--- src/rtl/mem_access_unit.sv ---
// MEM-stage load/store unit in front of a word-wide data memory without byte enables.
// Loads are lane-selected and extended into a register; sb/sh use a two-cycle read-modify-write.
module mem_access_unit #(
    parameter int ADDR_W = 7
) (
    input  logic              clk,
    input  logic              reset,
    input  logic              MemRead,
    input  logic              MemWrite,
    input  logic [2:0]        Funct3,
    input  logic [31:0]       ByteAddress,
    input  logic [31:0]       StoreData,
    output logic [ADDR_W-1:0] DataAddress,
    output logic              DataMemRead,
    output logic              DataMemWrite,
    output logic [31:0]       DataInput,
    input  logic [31:0]       DataOutput,
    output logic [31:0]       LoadData,
    output logic              LoadValid,
    output logic              AccessFault,
    output logic              Stall,
    output logic              fsm_state
);

    typedef enum logic {
        IDLE   = 1'b0,
        RMW_WR = 1'b1
    } state_t;

    state_t            state;
    state_t            state_next;
    logic [31:0]       rmw_word;
    logic [ADDR_W-1:0] rmw_addr;

    logic [1:0]        lane;
    logic [4:0]        shift;
    logic [ADDR_W-1:0] word_addr;
    logic              aligned;
    logic              store_legal;
    logic              load_legal;
    logic [31:0]       rd_shifted;
    logic [31:0]       load_ext;
    logic [31:0]       lane_mask;
    logic [31:0]       merged;
    logic              load_capture;
    logic              rmw_capture;
    logic              fault_now;
    logic              unused_addr_bits;

    assign lane             = ByteAddress[1:0];
    assign shift            = {lane, 3'b000};
    assign word_addr        = ByteAddress[ADDR_W+1:2];
    assign unused_addr_bits = ^ByteAddress[31:ADDR_W+2];
    assign fsm_state        = (state == RMW_WR);

    // Funct3[1:0] encodes access size for both loads and stores.
    always_comb begin
        aligned = 1'b0;
        case (Funct3[1:0])
            2'b00:   aligned = 1'b1;
            2'b01:   aligned = ~lane[0];
            2'b10:   aligned = (lane == 2'b00);
            default: aligned = 1'b0;
        endcase
    end

    assign store_legal = aligned && (Funct3 == 3'b000 || Funct3 == 3'b001 || Funct3 == 3'b010);
    assign load_legal  = aligned && (Funct3 == 3'b000 || Funct3 == 3'b001 || Funct3 == 3'b010 ||
                                     Funct3 == 3'b100 || Funct3 == 3'b101);

    assign rd_shifted = DataOutput >> shift;

    always_comb begin
        load_ext = DataOutput;
        case (Funct3)
            3'b000:  load_ext = {{24{rd_shifted[7]}}, rd_shifted[7:0]};
            3'b001:  load_ext = {{16{rd_shifted[15]}}, rd_shifted[15:0]};
            3'b100:  load_ext = {24'h0, rd_shifted[7:0]};
            3'b101:  load_ext = {16'h0, rd_shifted[15:0]};
            default: load_ext = DataOutput;
        endcase
    end

    assign lane_mask = (Funct3[0] ? 32'h0000_FFFF : 32'h0000_00FF) << shift;
    assign merged    = (DataOutput & ~lane_mask) | ((StoreData << shift) & lane_mask);

    // Stall is the only back-pressure: while it is high, EX/MEM presents the same
    // request again next cycle, so RMW_WR may ignore the inputs entirely.
    always_comb begin
        state_next   = state;
        DataAddress  = word_addr;
        DataMemRead  = 1'b0;
        DataMemWrite = 1'b0;
        DataInput    = 32'h0;
        Stall        = 1'b0;
        load_capture = 1'b0;
        rmw_capture  = 1'b0;
        fault_now    = 1'b0;
        case (state)
            IDLE: begin
                if (MemWrite) begin
                    if (!store_legal) begin
                        fault_now = 1'b1;
                    end else if (Funct3 == 3'b010) begin
                        DataMemWrite = 1'b1;
                        DataInput    = StoreData;
                    end else begin
                        DataMemRead = 1'b1;
                        Stall       = 1'b1;
                        rmw_capture = 1'b1;
                        state_next  = RMW_WR;
                    end
                end else if (MemRead) begin
                    if (load_legal) begin
                        DataMemRead  = 1'b1;
                        load_capture = 1'b1;
                    end else begin
                        fault_now = 1'b1;
                    end
                end
            end
            RMW_WR: begin
                DataAddress  = rmw_addr;
                DataMemWrite = 1'b1;
                DataInput    = rmw_word;
                state_next   = IDLE;
            end
            default: state_next = IDLE;
        endcase
        // A reset landing in RMW_WR must not let the pending write escape.
        if (reset) begin
            DataMemRead  = 1'b0;
            DataMemWrite = 1'b0;
            DataInput    = 32'h0;
            Stall        = 1'b0;
            load_capture = 1'b0;
            rmw_capture  = 1'b0;
            fault_now    = 1'b0;
            state_next   = IDLE;
        end
    end

    always_ff @(posedge clk or posedge reset) begin
        if (reset) begin
            state       <= IDLE;
            LoadData    <= 32'h0;
            LoadValid   <= 1'b0;
            AccessFault <= 1'b0;
            rmw_word    <= 32'h0;
            rmw_addr    <= '0;
        end else begin
            state       <= state_next;
            LoadValid   <= load_capture;
            AccessFault <= fault_now;
            if (load_capture) begin
                LoadData <= load_ext;
            end
            if (rmw_capture) begin
                rmw_word <= merged;
                rmw_addr <= word_addr;
            end
        end
    end

endmodule

--- config.mk ---
export PLATFORM = sky130hd
export DESIGN_NAME = mem_access_unit
export DESIGN_NICKNAME = d
export VERILOG_FILES = /design/src/rtl/mem_access_unit.sv
export SDC_FILE = /design/constraint.sdc
export NUM_CORES = 1
export LEC_CHECK = 0
export CAP_MARGIN = 20
export CORE_ASPECT_RATIO = 0.8
export CORE_UTILIZATION = 40
export DETAILED_ROUTE_END_ITERATION = 6
export GPL_TIMING_DRIVEN = 0
export PLACE_DENSITY = 0.83
export SKIP_LAST_GASP = 1
export SLEW_MARGIN = 20
export SYNTH_ARGS = -nofsm -noshare
export SYNTH_HDL_FRONTEND = slang
export SYNTH_SLANG_ARGS = --single-unit
--- constraint.sdc ---
create_clock -name clk -period 3.4 [get_ports clk]
set_input_delay 0.85 -clock clk [delete_from_list [all_inputs] [get_ports clk]]
set_output_delay 0.85 -clock clk [all_outputs]
set_load 0.03 [all_outputs]
==> reports/summary.txt <==
Clock latency on the worst-skew pair - 0.34 ns
Clk slew on worst S/H paths - 0.06 ns
Seq pwr share - 0.375
Switch Pwr - 1.10 mW
Place WS - -1.15 ns
Site Rows - 34
Wire per inst - 19.2 um
Kind of critical path - in2out
NumNets Final - 744
Gate power share - 0.318
Largest stage delay on the critical path - 0.51 ns
Most common cell after layout, fill and taps aside - clkdlybuf4s50_1
Arrival time at the worst endpoint - 2.56 ns
Antenna cells - 0
Setup violators final - 1
Most common flop cell mapped by yosys - dfrtp_1
Area of the core - 11000 um2
CTS buffer count - 9
Worst-path cell chain - clkdlybuf4s50_1 > buf_6 > nor2_1 > a211o_1 > nor3_4 > buf_6 > or2_2 > buf_6
Gr ovfl total - 0
Relative slew slack - 0.600
Most numerous cell on the critical path - buf_6
Vias in the first global route - 4258
Net Sw Frac - 0.326
Post-Syn Area - 4560 um2
Via/cell ratio - 5.61
Fmax - 293 MHz
Synth async-reset ratio - 1.00
Io pins - 180
CTS Sinks - 74
EDFF count, synth - 0
Initial antenna violation count - 0
Slowest CP cell - clkdlybuf4s50_1
CTS root buf - clkbuf_16
Minimum clock period - 3.41 ns
Syn avg cell area - 9.86 um2
Post-CTS Hold Buffers - 0
Most frequent cells in the layout - clkdlybuf4s50_1 (116), dfrtp_1 (74), mux2i_1 (51)
Total Routing Usage GR - 0.264
Fin area - 6670 um2
Violated checks - negative setup slack
Total power - 3.37 mW
Critical Path RT - 2.55 ns
Die area - 11800 um2
Crit path max fanout - 6
Worst hold path type - reg2reg
Die X - 121 um
Pin count of the biggest net entering global routing - 45
CP startpoint kind - input port
Crit path max-delay family - buffers and inverters
Setup TNS - -0.00825 ns
Vias - 4433
Layout cells sized above 1 - 0.217
Measured slew at the worst slew-check pin - 0.599 ns
Share of total power in the clock network - 0.307
CP bufs+invs - 4
Global-route wire length before repair - 23.6 mm
Detailed Route WL - 15.1 mm
# port buffers - 154
PD cells - 505 nW/um2
Pleak - 2.96 nW
Drc violations - 0
Status - complete, but fails checks
Final count of hold timing violations - 0
Vertical die dimension - 97.5 um
Mapped Cells - 463
Starting Density - 0.416
Final Skew - 0.00357 ns
Hpwl dp - 11.6 mm
Max-cap viol count - 0
CP endpoint kind - output pin
Mapped Nets - 566
Max clock buf depth - 2
H-tree Lvls - 3
Final worst path period share - 1.00
RePlAce Congestion - 0.880
Unrepaired setup endpoints after global routing - yes
Ys Warns - 0
Register area share after synthesis - 0.406
Placed Area - 6310 um2
Max-slew violation count - 0
ANT nets after route - 0
Worst vdd ir - 0.248 mV
Final WS setup - -0.00825 ns
Yosys cell types - 43
Int Pwr - 2.27 mW
Synth Register Bits - 74
Area Growth Syn to Fin - 46.1%
DR iter-0 viols - 294
Drt first pass iters - 5
Core Util, Final - 0.608
CTS tree - done
metrics by stage:
step / hold slack, ns / std cells
finish: 0.485 / 790
global route: 0.507 / 790
CTS: 0.487 / 789
detailed placement: 0.474 / 762
global placement: 0.464 / 761
floorplan: 0.452 / 463
final timing paths:
| path | startpoint | end | slack, ns | cells past startpoint |
|---|---|---|---|---|
| worst min-delay path | rmw_addr[1] | rmw_addr[1] | 0.48 | 1 |
| max in group asynchronous | reset | LoadData[20] | 2.11 | 3 |
| worst max-delay path | Funct3[0] | DataMemRead | -0.008 | 8 |
| worst min register to register | rmw_addr[1] | rmw_addr[1] | 0.48 | 1 |
| worst max register to register | fsm_state | rmw_word[22] | 1.39 | 6 |
| min in group asynchronous | reset | rmw_word[30] | 0.72 | 2 |
flip-flops by register name (all words and copies together), names as in the netlist:
register / flops
LoadValid: 1
fsm_state: 1
LoadData: 32
AccessFault: 1
rmw_addr: 7
rmw_word: 32
layer usage:
layer / vias to the layer above / track usage / wire length (um)
li1: 2027 / - / -
met2: 223 / 0.391 / 6650
met5: - / 0 / 0
met4: 0 / 0.0798 / 267
met1: 2160 / 0.378 / 6880
met3: 23 / 0.0610 / 1350
area by class of cell:
type | instances | area [um2]
Buffer | 35 | 215
Tap cell | 144 | 180
Clock inverter | 5 | 77.6
Sequential cell | 74 | 1850
Clock buffer | 11 | 243
Fill cell | 924 | 4310
Timing Repair Buffer | 168 | 1540
Inverter | 18 | 70.1
Multi-Input combinational cell | 335 | 2490
worst register-to-register path, stage by stage, from the launching register on:
cell     delay [ns]
dfrtp_1        0.51
a211o_1        0.32
nor3_4         0.25
buf_4          0.17
buf_4          0.10
buf_4          0.19
mux2_2         0.36
cell families after synthesis:
group | share of synthesized area
buffers and inverters | 0.0587
AO/OA/AOI/OAI | 0.200
flip-flops | 0.406
multiplexers | 0.225
AND/OR/NAND/NOR | 0.110
Yosys cell counts (all sizes together), types with 2 or more instances:
cell	count	area, um2
clkbuf	12	45.0
o21ai	20	104
a21oi	37	185
a221oi	7	86.3
nand2	44	165
a22o	31	272
mux2	46	518
a2bb2oi	7	61.3
nor3	2	21.3
nor2b	9	56.3
nor2	48	183
o22ai	7	43.8
nand2b	2	12.5
buf	24	155
a211oi	2	27.5
nor4	2	12.5
inv	18	67.6
o2bb2ai	7	61.3
mux2i	51	510
nand3b	2	15.0
dfrtp	74	1850
what timing repair did:
action	in CTS	in global routing
pin swaps	5	3
setup endpoints to repair	35	30
cloned	1	0
setup buffers	11	1
gates resized for setup	198	4
power by group through the flow:
stage | clock network [mW] | logic [mW] | registers (mW)
final | 1.04 | 1.07 | 1.26
after global routing | 1.09 | 1.15 | 1.29
after CTS | 1.05 | 1.07 | 1.26
after floorplan | 0 | 0.425 | 1.43
after global placement | 0 | 1.04 | 1.26
after detailed placement | 0 | 1.06 | 1.28
Note: power is estimated with default switching activity, not from simulation.
